--- config.mk ---
export PLATFORM = sky130hd
export DESIGN_NAME = uart_rx_fifo
export DESIGN_NICKNAME = d
export VERILOG_FILES = /design/src/rtl/uart_pkg.sv /design/src/rtl/uart_rx_fifo_mem.sv /design/src/rtl/uart_rx_fifo.sv
export SDC_FILE = /design/constraint.sdc
export NUM_CORES = 1
export LEC_CHECK = 0
export BUFFER_PORTS_ARGS = -buffer_cell sky130_fd_sc_hd__buf_4
export CORE_ASPECT_RATIO = 1.75
export CORE_UTILIZATION = 45
export CTS_BUF_LIST = sky130_fd_sc_hd__clkbuf_8
export CTS_CLUSTER_DIAMETER = 200
export CTS_CLUSTER_SIZE = 28
export DETAILED_ROUTE_END_ITERATION = 12
export GPL_TIMING_DRIVEN = 0
export PLACE_DENSITY = 0.62
export SYNTH_ARGS = -nofsm -noshare
export SYNTH_HDL_FRONTEND = slang
export SYNTH_SLANG_ARGS = --single-unit
--- constraint.sdc ---
create_clock -name clk -period 4.8 [get_ports clk]
set_input_delay 0.48 -clock clk [delete_from_list [all_inputs] [get_ports clk]]
set_output_delay 0.48 -clock clk [all_outputs]
set_load 0.02 [all_outputs]
--- src/rtl/uart_pkg.sv ---
// Shared types and helpers for the UART receive path.
package uart_pkg;

    typedef enum logic [2:0] {
        IDLE,
        START,
        DATA,
        PARITY,
        STOP
    } uart_rx_state_t;

    localparam int unsigned UART_MIN_OVERSAMPLE = 8;

    // Terminal count of the oversample tick divider.
    function automatic int unsigned tick_div(input int unsigned clk_freq,
                                             input int unsigned baud,
                                             input int unsigned oversample);
        return clk_freq / (baud * oversample) - 1;
    endfunction

endpackage

--- src/rtl/uart_rx_fifo_mem.sv ---
// Synchronous FIFO with combinational head; push while full is accepted only with a pop.
module uart_rx_fifo_mem #(
    parameter int unsigned WIDTH = 8,
    parameter int unsigned DEPTH = 16
) (
    input  logic                       clk,
    input  logic                       rst,
    input  logic                       push,
    input  logic [WIDTH-1:0]           wdata,
    input  logic                       pop,
    output logic                       full,
    output logic                       empty,
    output logic [$clog2(DEPTH):0]     count,
    output logic [WIDTH-1:0]           head
);

    localparam int unsigned AW = $clog2(DEPTH);
    localparam int unsigned CW = AW + 1;

    logic [WIDTH-1:0] mem_q [DEPTH];
    logic [WIDTH-1:0] mem_d [DEPTH];
    logic [AW-1:0]    wr_q, wr_d, rd_q, rd_d;
    logic [CW-1:0]    count_q, count_d;
    logic             push_ok_c, pop_ok_c;

    assign empty     = (count_q == '0);
    assign full      = (count_q == CW'(DEPTH));
    assign pop_ok_c  = pop & ~empty;
    assign push_ok_c = push & (~full | pop_ok_c);
    assign count     = count_q;
    assign head      = empty ? '0 : mem_q[rd_q];

    // Next-state for storage, pointers and occupancy.
    always_comb begin
        mem_d   = mem_q;
        wr_d    = wr_q;
        rd_d    = rd_q;
        count_d = count_q;
        if (push_ok_c) begin
            mem_d[wr_q] = wdata;
            wr_d        = wr_q + AW'(1);
        end
        if (pop_ok_c) begin
            rd_d = rd_q + AW'(1);
        end
        case ({push_ok_c, pop_ok_c})
            2'b10:   count_d = count_q + CW'(1);
            2'b01:   count_d = count_q - CW'(1);
            default: count_d = count_q;
        endcase
    end

    // FIFO registers.
    always_ff @(posedge clk or posedge rst) begin
        if (rst) begin
            for (int i = 0; i < int'(DEPTH); i++) mem_q[i] <= '0;
            wr_q    <= '0;
            rd_q    <= '0;
            count_q <= '0;
        end else begin
            mem_q   <= mem_d;
            wr_q    <= wr_d;
            rd_q    <= rd_d;
            count_q <= count_d;
        end
    end

endmodule

--- src/rtl/uart_rx_fifo.sv ---
// Oversampling UART receiver with majority vote, framing check and receive FIFO.
// Optional parity checking is built when UART_RX_PARITY_EN is defined.
module uart_rx_fifo
    import uart_pkg::*;
#(
    parameter int unsigned CLK_FREQ   = 100000000,
    parameter int unsigned BAUD_RATE  = 9600,
    parameter int unsigned OVERSAMPLE = 16,
    parameter int unsigned DATA_BITS  = 8,
    parameter int unsigned STOP_BITS  = 1,
    parameter int unsigned FIFO_DEPTH = 16,
    parameter int unsigned PARITY_ODD = 0
) (
    input  logic                          clk,
    input  logic                          rst,
    input  logic                          rx,
    output logic [DATA_BITS-1:0]          data,
    output logic                          data_valid,
    input  logic                          data_ready,
    output logic [$clog2(FIFO_DEPTH):0]   fifo_count,
    output logic                          overrun,
    output logic                          frame_err,
    output logic                          parity_err,
    input  logic                          clear_err
);

    localparam int unsigned TICK_DIV = tick_div(CLK_FREQ, BAUD_RATE, OVERSAMPLE);
    localparam int unsigned TICK_W   = (TICK_DIV > 0) ? $clog2(TICK_DIV + 1) : 1;
    localparam int unsigned OS_W     = $clog2(OVERSAMPLE);
    localparam int unsigned MID      = OVERSAMPLE / 2;
    localparam int unsigned BIT_W    = 4;

    if (OVERSAMPLE < UART_MIN_OVERSAMPLE || (OVERSAMPLE % 2) != 0 || DATA_BITS < 5 ||
        DATA_BITS > 9 || STOP_BITS < 1 || STOP_BITS > 2 || PARITY_ODD > 1) begin : g_cfg_check
        $error("uart_rx_fifo: illegal parameter set");
    end

    logic                 sync1_q, sync2_q;
    logic [TICK_W-1:0]    tick_cnt_q, tick_cnt_d;
    uart_rx_state_t       state_q, state_d;
    logic [OS_W-1:0]      os_q, os_d;
    logic [BIT_W-1:0]     bit_q, bit_d;
    logic [DATA_BITS-1:0] shift_q, shift_d;
    logic [1:0]           samp_q, samp_d;
    logic                 armed_q, armed_d;
    logic                 stop_bad_q, stop_bad_d;
    logic                 par_bad_q, par_bad_d;
    logic                 overrun_q, overrun_d;
    logic                 frame_err_q, frame_err_d;
    logic                 parity_err_q, parity_err_d;
    logic                 rx_s, tick_c, vote_c, sample_pt_c, bit_end_c;
    logic                 push_c, frame_set_c, parity_set_c;
    logic                 fifo_full, fifo_empty;

    assign rx_s        = sync2_q;
    assign tick_c      = (tick_cnt_q == TICK_W'(TICK_DIV));
    assign tick_cnt_d  = tick_c ? '0 : tick_cnt_q + TICK_W'(1);
    assign vote_c      = (samp_q[0] & samp_q[1]) | (samp_q[0] & rx_s) | (samp_q[1] & rx_s);
    assign sample_pt_c = (os_q == OS_W'(MID + 1));
    assign bit_end_c   = (os_q == OS_W'(OVERSAMPLE - 1));

    // Receive FSM: bit timing, voting, shifting and frame completion.
    always_comb begin
        state_d      = state_q;
        os_d         = os_q;
        bit_d        = bit_q;
        shift_d      = shift_q;
        samp_d       = samp_q;
        armed_d      = armed_q;
        stop_bad_d   = stop_bad_q;
        par_bad_d    = par_bad_q;
        push_c       = 1'b0;
        frame_set_c  = 1'b0;
        parity_set_c = 1'b0;
        if (tick_c) begin
            if (rx_s) armed_d = 1'b1;
            if (state_q == IDLE) begin
                if (armed_q && !rx_s) begin
                    state_d    = START;
                    armed_d    = 1'b0;
                    os_d       = OS_W'(1);
                    stop_bad_d = 1'b0;
                    par_bad_d  = 1'b0;
                end
            end else begin
                os_d = bit_end_c ? '0 : os_q + OS_W'(1);
                if (os_q == OS_W'(MID - 1)) samp_d[0] = rx_s;
                if (os_q == OS_W'(MID))     samp_d[1] = rx_s;
                case (state_q)
                    START: begin
                        if (sample_pt_c && vote_c) begin
                            state_d = IDLE;
                        end else if (bit_end_c) begin
                            state_d = DATA;
                            bit_d   = '0;
                        end
                    end
                    DATA: begin
                        if (sample_pt_c) shift_d = {vote_c, shift_q[DATA_BITS-1:1]};
                        if (bit_end_c) begin
                            if (bit_q == BIT_W'(DATA_BITS - 1)) begin
                                bit_d = '0;
`ifdef UART_RX_PARITY_EN
                                state_d = PARITY;
`else
                                state_d = STOP;
`endif
                            end else begin
                                bit_d = bit_q + BIT_W'(1);
                            end
                        end
                    end
`ifdef UART_RX_PARITY_EN
                    PARITY: begin
                        if (sample_pt_c) par_bad_d = vote_c ^ (^shift_q) ^ 1'(PARITY_ODD);
                        if (bit_end_c) state_d = STOP;
                    end
`endif
                    STOP: begin
                        if (sample_pt_c) begin
                            if (bit_q == BIT_W'(STOP_BITS - 1)) begin
                                state_d = IDLE;
                                if (stop_bad_q || !vote_c) frame_set_c  = 1'b1;
                                else if (par_bad_q)        parity_set_c = 1'b1;
                                else                       push_c       = 1'b1;
                            end else begin
                                stop_bad_d = stop_bad_q | ~vote_c;
                            end
                        end else if (bit_end_c) begin
                            bit_d = bit_q + BIT_W'(1);
                        end
                    end
                    default: state_d = IDLE;
                endcase
            end
        end
    end

    // Sticky error flags; a set in the same cycle as clear_err wins.
    always_comb begin
        overrun_d    = (push_c & fifo_full & ~data_ready) | (overrun_q & ~clear_err);
        frame_err_d  = frame_set_c | (frame_err_q & ~clear_err);
        parity_err_d = parity_set_c | (parity_err_q & ~clear_err);
    end

    // Synchroniser, tick divider, FSM and flag registers.
    always_ff @(posedge clk or posedge rst) begin
        if (rst) begin
            sync1_q      <= 1'b1;
            sync2_q      <= 1'b1;
            tick_cnt_q   <= '0;
            state_q      <= IDLE;
            os_q         <= '0;
            bit_q        <= '0;
            shift_q      <= '0;
            samp_q       <= '0;
            armed_q      <= 1'b0;
            stop_bad_q   <= 1'b0;
            par_bad_q    <= 1'b0;
            overrun_q    <= 1'b0;
            frame_err_q  <= 1'b0;
            parity_err_q <= 1'b0;
        end else begin
            sync1_q      <= rx;
            sync2_q      <= sync1_q;
            tick_cnt_q   <= tick_cnt_d;
            state_q      <= state_d;
            os_q         <= os_d;
            bit_q        <= bit_d;
            shift_q      <= shift_d;
            samp_q       <= samp_d;
            armed_q      <= armed_d;
            stop_bad_q   <= stop_bad_d;
            par_bad_q    <= par_bad_d;
            overrun_q    <= overrun_d;
            frame_err_q  <= frame_err_d;
            parity_err_q <= parity_err_d;
        end
    end

    uart_rx_fifo_mem #(
        .WIDTH (DATA_BITS),
        .DEPTH (FIFO_DEPTH)
    ) u_fifo (
        .clk   (clk),
        .rst   (rst),
        .push  (push_c),
        .wdata (shift_q),
        .pop   (data_ready),
        .full  (fifo_full),
        .empty (fifo_empty),
        .count (fifo_count),
        .head  (data)
    );

    assign data_valid = ~fifo_empty;
    assign overrun    = overrun_q;
    assign frame_err  = frame_err_q;
`ifdef UART_RX_PARITY_EN
    assign parity_err = parity_err_q;
`else
    assign parity_err = 1'b0;
`endif

endmodule
==> results of run 1 <==
## cell families (layout without fill, tap and decap cells)
group | after synthesis | in the layout | share of synthesized area [%]
AOI/OAI and AO/OA | 37 | 37 | 2.93
adders and majority gates | 17 | 17 | 2.41
buffers and inverters | 45 | 101 | 2.38
xor gates and xnor gates | 22 | 22 | 2.21
muxes | 180 | 180 | 29.1
DFF | 178 | 178 | 51.1
and+or+nand+nor | 111 | 111 | 9.85
other | 1 | 1 | 0.0430
## power by group through the flow
stage	Combinational, mW	Sequential [mW]	Clock (mW)
2_1_floorplan	0.441	1.63	0
3_3_place_gp	0.655	1.60	0
3_5_place_dp	0.682	1.61	0
4_1_cts	0.683	1.58	1.06
5_1_grt	0.724	1.58	1.11
6_report	0.665	1.58	1.03
## per-layer routing
layer  part of all wire, %  global-route usage (%)
met4                   2.6                    8.82
met3                   2.7                    3.69
met2                    56                    37.5
met1                    39                    23.7
met5                     0                       0
## layout by cell type (no fill, tap or decap), types with 4 or more instances in the layout
cell type	Yosys	routed
a21oi_1	4	4
a22o_1	5	5
buf_1	5	5
buf_12	1	5
buf_2	6	6
buf_4	2	22
clkbuf_1	18	18
clkbuf_8	0	17
clkinvlp_4	0	6
dfrtp_1	176	176
ha_1	16	16
inv_1	12	12
inv_6	0	5
mux2_2	122	122
mux2_4	16	16
mux4_2	40	40
nand2_1	21	21
nand2b_1	4	4
nand3_1	10	10
nand3_4	13	13
nand4_1	5	5
nor2_1	14	14
nor2b_1	13	13
nor3_1	4	4
o21ai_0	10	10
xnor2_1	12	12
xor2_1	10	10
## layout make-up
type	count	share of cell area [%]
inverters	12	0.506
clock buffers	17	2.43
multi-input cells	368	42.1
well taps	241	3.13
repair buffers	24	2.39
plain buffers	33	1.69
flip-flops and latches	178	46.2
clock inverters	15	1.61
## sequential cells by signal, summed over array words and instances, names as in the netlist, 2 cells and up
name,cells
u_fifo.wr_q,4
tick_cnt_q,10
u_fifo.rd_q,4
u_fifo.count,5
u_fifo.mem_q,128
os_q,4
samp_q,2
state_q,3
bit_q,4
shift_q,8
## per-stage QoR
stage,utilization [%],cells,total power [mW],cell area (um^2),hold WS (ns)
floorplan,-,591,2.07,8730,0.345
global placement,48.2,852,2.26,9180,0.348
detailed placement,48.7,856,2.29,9260,0.348
CTS,50.7,888,3.32,9650,0.0734
global route,50.7,888,3.42,9650,0.0716
finish,50.7,888,3.27,9650,0.108
## how the worst max path moves through the flow
stage	depth (start not counted)	slack, ns	end
2_1_floorplan	14	1.37	u_fifo.count[4]
3_3_place_gp	14	0.70	u_fifo.count[4]
3_5_place_dp	14	0.60	u_fifo.count[4]
4_1_cts	14	0.55	u_fifo.count[4]
5_1_grt	14	0.26	u_fifo.count[4]
6_report	14	0.60	u_fifo.count[4]
## critical path, stage by stage, from the launching register on
cell      delay, ns
dfrtp_1        0.39
clkbuf_1       0.18
or4_1          0.61
nor2_1         0.79
nor2b_1        0.10
clkbuf_1       0.22
ha_1           0.25
clkbuf_1       0.21
xor2_1         0.19
ha_1           0.21
a21boi_0       0.19
o221ai_1       0.18
a21o_1         0.21
a21oi_1        0.21
xor2_1         0.17
==> qor.yml, run 1 <==
path_class: "reg2reg"
synth_seq_area_share_pct: 51.1
hpwl_um: 13500
worst-path-max-fanout: 10
ff2ff_setup_slack_ns: 0.60
groute.usage.overall_pct: 20.7
grt_pass1_wl_um: 30100
vias: 5029
holdPathEnd: "sync1_q"
p_seq_share_pct: 48.2
hold_path.class: "in2reg"
max_freq_mhz: 238
max_cap_viol_count: 0
chipWidth_um: 107
p_per_area_nw_per_um2: 339
start_util_pct: 45.8
die_h_um: 186
whs_path_depth: 1
num_rows: 67
synth_ff_type: "dfrtp_1"
outcome: "complete, no violations"
nFillCells: 1616
leakagePower_nw: 4.53
place_ws_ns: 0.597
drt_iter0_markers: 214
period_share_pct: 87.5
arrival_ns: 4.59
grt.overflow.total: 0
syn_inst: 591
multiInputGateArea_um2: 4060
timing.setup.tns_ns: 0
hp-start: "rx"
grt_max_degree: 43
clk_latency_ns: 0.47
crit_path_start: "u_fifo.count[1]"
ios: 22
hold_buffers: 0
clock-sinks: 178
cts_resized: 0
slew-limit-headroom_pct: 32.6
synth_top_area_share_pct: 50.5
wl_per_cell_um: 21.4
p_sw_mw: 0.997
endpoint_kind: "register"
rr_endpoint: "u_fifo.count[4]"
numCtsBuffers: 17
finalHoldViolCount: 0
tightest_slew_ns: 1.01
antenna_cells: 0
setup_slack_ns: 0.598
setup_viol: 0
place_congestion: 0.802
finalClockSkew_ns: 0.0210
final_antenna_net_count: 0
p_comb_share_pct: 20.3
cts_tree: "yes"
antenna_found_initial: 0
rr_startpoint: "u_fifo.count[1]"
core_um2: 19000
ctsHtreeMaxLevel: 4
synth_common_cells: "176 x dfrtp_1, 122 x mux2_2, 40 x mux4_2"
yosysWarnings: 0
startpoint_type: "register"
switching_share_pct: 30.5
async_reset_ff_share_pct: 100
drt_first_pass_iters: 4
area_growth_pct: 10.6
pwr-share-clk_pct: 31.5
r2r_cells: 14
synth_area_per_cell_um2: 14.8
synth_area_leaders: "dfrtp_1 50%, mux2_2 16%, mux4_2 10%"
port_buffers: 20
grt_pass1_vias: 5422
synth.most_common_cell: "dfrtp_1"
via_per_inst: 5.66
synth-edff-count: 0
cts_root_buf: "clkbuf_8"
post-cts-setup-buffers: 0
drv_slew: 0
synth.distinct_cells: 63
drt-total-wl_um: 19000
drive_above_1_share_pct: 42.3
synth_seq_cells: 178
path_clk_slew_ns: 0.10
synth_area_um2: 8720
period_minus_slack_ns: 4.20
yosysTopAreaCell: "dfrtp_1"
rsz0062_at_grt: "false"
drcViolationCount: 0
cts_buffer_depth: 2
peakVddDrop_uv: 281
die_area_um2: 20000
final_nets: 655
seqCellArea_um2: 4460
crit_required_ns: 5.19
internal-power_mw: 2.27
synthesis.nets: 612
Note: power is estimated with default switching activity, not from simulation.
==> inputs of run 2 (changes only) <==
--- a/config.mk
+++ b/config.mk
@@ -13,7 +13,7 @@
 export CTS_CLUSTER_SIZE = 28
 export DETAILED_ROUTE_END_ITERATION = 12
 export GPL_TIMING_DRIVEN = 0
-export PLACE_DENSITY = 0.62
+export PLACE_DENSITY = 0.6
 export SYNTH_ARGS = -nofsm -noshare
 export SYNTH_HDL_FRONTEND = slang
 export SYNTH_SLANG_ARGS = --single-unit
==> constraint.sdc (replaced) <==
create_clock -name clk -period 4.75 [get_ports clk]
set_input_delay 0.475 -clock clk [delete_from_list [all_inputs] [get_ports clk]]
set_output_delay 0.475 -clock clk [all_outputs]
set_load 0.02 [all_outputs]
==> run 2 against run 1 <==
Clock-buffer cell count grew 2. The flow now finishes with violations (design-rule violations). Hold slack got worse by 0.019 ns. Utilization grew 0.13 points.
==> qor.yml, run 2 (same netlist as run 1, synthesis figures left out) <==
worst-path-max-fanout: 10
arrival_ns: 4.58
max_freq_mhz: 239
leakagePower_nw: 4.55
clock-sinks: 178
die_h_um: 186
grt.overflow.total: 0
num_rows: 67
final_common_cell: "dfrtp_1"
finalClockSkew_ns: 0.0143
drv_slew: 0
violations: "design-rule violations"
p_per_area_nw_per_um2: 349
place_congestion: 0.801
largest_register_ffs: 128
path_clk_slew_ns: 0.09
drt-total-wl_um: 19400
endpoint_kind: "register"
top_register: "u_fifo.mem_q"
drt_iter0_markers: 202
final_cell_mix: "176 x dfrtp_1, 122 x mux2_2, 40 x mux4_2"
grt_pass1_vias: 5447
setup_viol: 0
period_minus_slack_ns: 4.19
clk_latency_ns: 0.46
vias: 5011
grt_max_degree: 46
hold_buffers: 0
groute.usage.overall_pct: 21.3
wl_per_cell_um: 21.9
final_nets: 655
startpoint_type: "register"
drcViolationCount: 2
finalHoldViolCount: 0
antenna_found_initial: 0
area_growth_pct: 10.9
numCtsBuffers: 17
peakVddDrop_uv: 225
drt_first_pass_iters: 8
tightest_slew_ns: 1.02
setup_slack_ns: 0.563
rsz0062_at_grt: "false"
cts_resized: 0
final_antenna_net_count: 0
chipWidth_um: 107
power_mw: 3.37
cts_root_buf: "clkbuf_8"
slew-limit-headroom_pct: 31.8
ios: 22
largestRegisters: "u_fifo.mem_q: 128 flops, tick_cnt_q: 10 flops, shift_q: 8 flops"
path_class: "reg2reg"
ctsHtreeMaxLevel: 4
via_per_inst: 5.66
timing.setup.tns_ns: 0
period_share_pct: 88.2
port_buffers: 20
grt_pass1_wl_um: 30700
max_cap_viol_count: 0
hpwl_um: 13500
die_area_um2: 20000
nFillCells: 1620
core_um2: 19000
post-cts-setup-buffers: 0
drive_above_1_share_pct: 42.3
cts_tree: "yes"
crit_required_ns: 5.14
cts_buffer_depth: 2
antenna_cells: 0
place_ws_ns: 0.502
hold_path.class: "in2async"
outcome: "finished, violations left"
start_util_pct: 45.8
[run 2: cell types whose count changed in the layout (fill, tap and decap cells not counted), sizes merged]
cell	before	now
clkinvlp	6	1
clkinv	2	4
inv	17	15
clkbuf	35	37
bufinv	2	3
[run 2: final cells by class]
cell class | count | area [um^2] | area share, %
Tap cell | 241 | 302 | 3.12
Multi-Input combinational cell | 368 | 4060 | 42.0
Inverter | 12 | 48.8 | 0.504
Buffer | 33 | 163 | 1.68
Sequential cell | 178 | 4460 | 46.1
Clock inverter | 11 | 153 | 1.58
Timing Repair Buffer | 24 | 230 | 2.38
Clock buffer | 19 | 262 | 2.70
[run 2: per-stage QoR]
step | area, um^2 | hold WS (ns) | instances | utilization [%]
2_1_floorplan | 8730 | 0.345 | 591 | -
3_3_place_gp | 9180 | 0.349 | 852 | 48.2
3_5_place_dp | 9260 | 0.350 | 856 | 48.7
4_1_cts | 9670 | 0.0735 | 886 | 50.8
5_1_grt | 9670 | 0.0807 | 886 | 50.8
6_report | 9670 | 0.0897 | 886 | 50.8
[run 2: critical path: stages, from the launching register on]
cell,delay [ns]
dfrtp_1,0.38
clkbuf_1,0.18
or4_1,0.59
nor2_1,0.80
nor2b_1,0.11
clkbuf_1,0.24
ha_1,0.28
clkbuf_1,0.22
xor2_1,0.19
ha_1,0.20
a21boi_0,0.20
o221ai_1,0.17
a21o_1,0.20
a21oi_1,0.19
xor2_1,0.16
[run 2: report_power, final]
| group | internal, mW | switching, mW | leakage, nW |
|---|---|---|---|
| logic | 0.270 | 0.410 | 1.89 |
| clock network | 0.549 | 0.551 | 0.213 |
| registers | 1.56 | 0.0358 | 2.45 |
[run 2: final timing paths]
kind	from	endpoint	slack, ns	cells past startpoint
max reg2reg	u_fifo.count[1]	u_fifo.count[4]	0.56	14
min in group clk	rx	sync1_q	0.11	1
min	rst	u_fifo.mem_q[118]	0.09	2
max	u_fifo.count[1]	u_fifo.count[4]	0.56	14
max in group asynchronous	rst	u_fifo.mem_q[18]	3.53	5
min reg2reg	sync1_q	rx_s	0.36	0
[run 2: layer usage]
layer	global-route usage, %	routed length [um]	vias to the layer above
met4	8.44	446	0
met1	24.5	7700	2655
li1	-	-	2257
met2	39.4	10800	79
met3	3.28	472	20
met5	0	0	-
==> inputs of run 3 (changes only) <==
--- a/config.mk
+++ b/config.mk
@@ -5,6 +5,7 @@
 export SDC_FILE = /design/constraint.sdc
 export NUM_CORES = 1
 export LEC_CHECK = 0
+export ABC_AREA = 1
 export BUFFER_PORTS_ARGS = -buffer_cell sky130_fd_sc_hd__buf_4
 export CORE_ASPECT_RATIO = 1.75
 export CORE_UTILIZATION = 45
@@ -13,7 +14,7 @@
 export CTS_CLUSTER_SIZE = 28
 export DETAILED_ROUTE_END_ITERATION = 12
 export GPL_TIMING_DRIVEN = 0
-export PLACE_DENSITY = 0.6
+export PLACE_DENSITY_LB_ADDON = 0.1
 export SYNTH_ARGS = -nofsm -noshare
 export SYNTH_HDL_FRONTEND = slang
 export SYNTH_SLANG_ARGS = --single-unit
==> run 3 against run 2 <==
The run now ends clean. Wire length grew 64%. Register-to-register slack gained 1.2 ns. Hold slack lost 0.0032 ns. First-iteration DRC count grew to 3.7 times the previous value. Combinational power grew 120%. Synthesized cell count grew 110%. Largest power group unchanged. Highest routed layer unchanged.
==> qor.yml, run 3 <==
synth_common_cells: "490 x nand2_1, 176 x dfrtp_1, 130 x nand4_1"
period_minus_slack_ns: 3.32
clk_latency_ns: 0.50
cp_slowest_cell: "buf_1"
synthMuxAreaShare_pct: 0
drt_iter0_markers: 746
cts_tree: "yes"
synth.distinct_cells: 37
synth_top_family_by_area: "simple AND/OR/NAND/NOR gates"
met3_usage_pct: 3.77
top_register: "u_fifo.mem_q"
chipWidth_um: 113
startpoint_type: "register"
synth_area_leaders: "dfrtp_1 45%, nand2_1 19%, nand4_1 8.4%"
synth-edff-count: 0
path_clk_slew_ns: 0.10
synthesis.nets: 1267
seqCellArea_um2: 4460
max_freq_mhz: 302
syn_inst: 1246
max_cap_viol_count: 0
final_antenna_net_count: 0
finalHoldViolCount: 0
ios: 22
fin_cells: 1556
antenna_cells: 0
cp.buffers_inverters: 3
tightest_slew_ns: 0.918
drv_slew: 0
hold_path.class: "in2reg"
cts_resized: 0
rsz0062_at_grt: "false"
largestRegisters: "u_fifo.mem_q: 128 flops, tick_cnt_q: 10 flops, shift_q: 8 flops"
yosysWarnings: 0
endpoint_kind: "output port"
numCtsBuffers: 17
final_cell_mix: "490 x nand2_1, 176 x dfrtp_1, 130 x nand4_1"
grt_pass1_vias: 8551
timing.setup.tns_ns: 0
start_util_pct: 46.2
vias: 8758
antenna_found_initial: 0
gr-usage-met2_pct: 52.3
cp_cell_sequence: "buf_2 -> buf_1 -> nand2_1 -> nand3_1 -> nand2_1 -> a21oi_1 -> o31ai_1 -> a21oi_1 -> buf_4"
cp_top_family: "buffers and inverters"
async_reset_ff_share_pct: 100
core_um2: 21000
synth_seq_cells: 178
synthAdderAreaFrac_pct: 2.06
synth_seq_area_share_pct: 45.9
top_usage_layer: "met2"
synth_top_area_share_pct: 45.4
synth_area_um2: 9700
largest_register_ffs: 128
area_growth_pct: 10.1
final_nets: 1312
die_h_um: 196
hpwl_um: 23700
worst-path-max-fanout: 10
multiInputGateArea_um2: 4500
clock-sinks: 178
groute.usage.overall_pct: 30.1
synth.most_common_cell: "nand2_1"
slew-limit-headroom_pct: 38.8
max_stage_delay_ns: 0.57
cts_buffer_depth: 2
finalClockSkew_ns: 0.0119
grt_use_met1_pct: 33.2
drt_first_pass_iters: 7
wl_per_cell_um: 20.4
final_common_cell: "nand2_1"
drcViolationCount: 0
cts_root_buf: "clkbuf_8"
drive_above_1_share_pct: 10.2
ctsHtreeMaxLevel: 4
peakVddDrop_uv: 242
nFillCells: 2091
yosysTopAreaCell: "dfrtp_1"
place_congestion: 0.960
outcome: "complete, no violations"
synth_xor_area_share_pct: 1.35
synthSimpleGateAreaFrac_pct: 38.4
num_rows: 70
dp.cells: 1523
p_per_area_nw_per_um2: 389
setup_viol: 0
synth_ff_type: "dfrtp_1"
drt-total-wl_um: 31800
leakagePower_nw: 5.34
grt.overflow.total: 0
crit_required_ns: 4.28
arrival_ns: 2.84
synth_compound_area_share_pct: 4.58
synth_area_per_cell_um2: 7.79
via_per_inst: 5.63
port_buffers: 20
period_share_pct: 69.8
path_class: "reg2out"
grt_pass1_wl_um: 49000
die_area_um2: 22200
grt_max_degree: 40
-- run 3: cell types whose count changed after synthesis, sizes merged, moves of 13 or more --
cell / previous run / this run
buf: 15 / 57
inv: 12 / 73
nand2: 21 / 494
nor2: 14 / 66
mux4: 40 / 0
mux2: 140 / 0
a21oi: 4 / 30
o21ai: 10 / 41
nand4: 9 / 131
nor2b: 13 / 0
nand3: 23 / 107
-- run 3: cell type report --
type	count	area share (%)
Sequential cell	178	41.7
Multi-Input combinational cell	919	42.2
Inverter	75	2.67
Clock inverter	9	0.750
Buffer	74	4.32
Timing Repair Buffer	26	2.44
Tap cell	252	2.95
Clock buffer	23	2.96
-- run 3: report_power, final --
group	internal [mW]	leakage [nW]	total [mW]	switching, mW
Combinational	0.408	2.69	1.47	1.06
Clock	0.495	0.207	1.08	0.585
Sequential	1.56	2.44	1.61	0.0502
Total	2.46	5.34	4.16	1.70
-- run 3: layer usage --
metal  up-vias  part of all wire [%]
met5         -                     0
met2       300                    50
met3        98                   4.0
met4         0                   7.6
li1       4190                     -
met1      4170                    38
-- run 3: path summary, 6_finish.rpt --
| path | start | endpoint | slack [ns] | cells after the start |
|---|---|---|---|---|
| worst max-delay path | u_fifo.rd_q[0] | data[4] | 1.43 | 9 |
| worst min-delay path | rx | sync1_q | 0.09 | 1 |
| worst max register to register | u_fifo.count[1] | u_fifo.count[4] | 1.75 | 20 |
| worst min register to register | sync1_q | rx_s | 0.36 | 0 |
| max in group asynchronous | rst | u_fifo.mem_q[29] | 3.31 | 6 |
| min in group asynchronous | rst | u_fifo.mem_q[53] | 0.47 | 3 |
-- run 3: cell families after synthesis --
kind of cell	after synthesis
AOI/OAI and AO/OA	83
buffers and inverters	149
DFF	178
and+or+nand+nor	804
xor gates and xnor gates	15
other	1
adders and majority gates	16
-- run 3: repair_timing --
| item | CTS | global route |
|---|---|---|
| endpoints found under the setup margin | 0 | 0 |
| hold buffers | 1 | 0 |
| buffers inserted | 0 | 0 |
| hold endpoints to repair | 7 | 0 |
-- run 3: metrics by stage --
stage	area (um^2)	setup WS (ns)	power, mW	utilization (%)	hold slack, ns
global placement	10200	0.705	3.08	48.4	0.346
floorplan	9710	2.00	2.48	-	0.345
global route	10700	1.29	4.31	50.8	0.0631
finish	10700	1.43	4.16	50.8	0.0865
detailed placement	10300	1.75	3.09	48.9	0.348
CTS	10700	1.46	4.15	50.8	0.0591
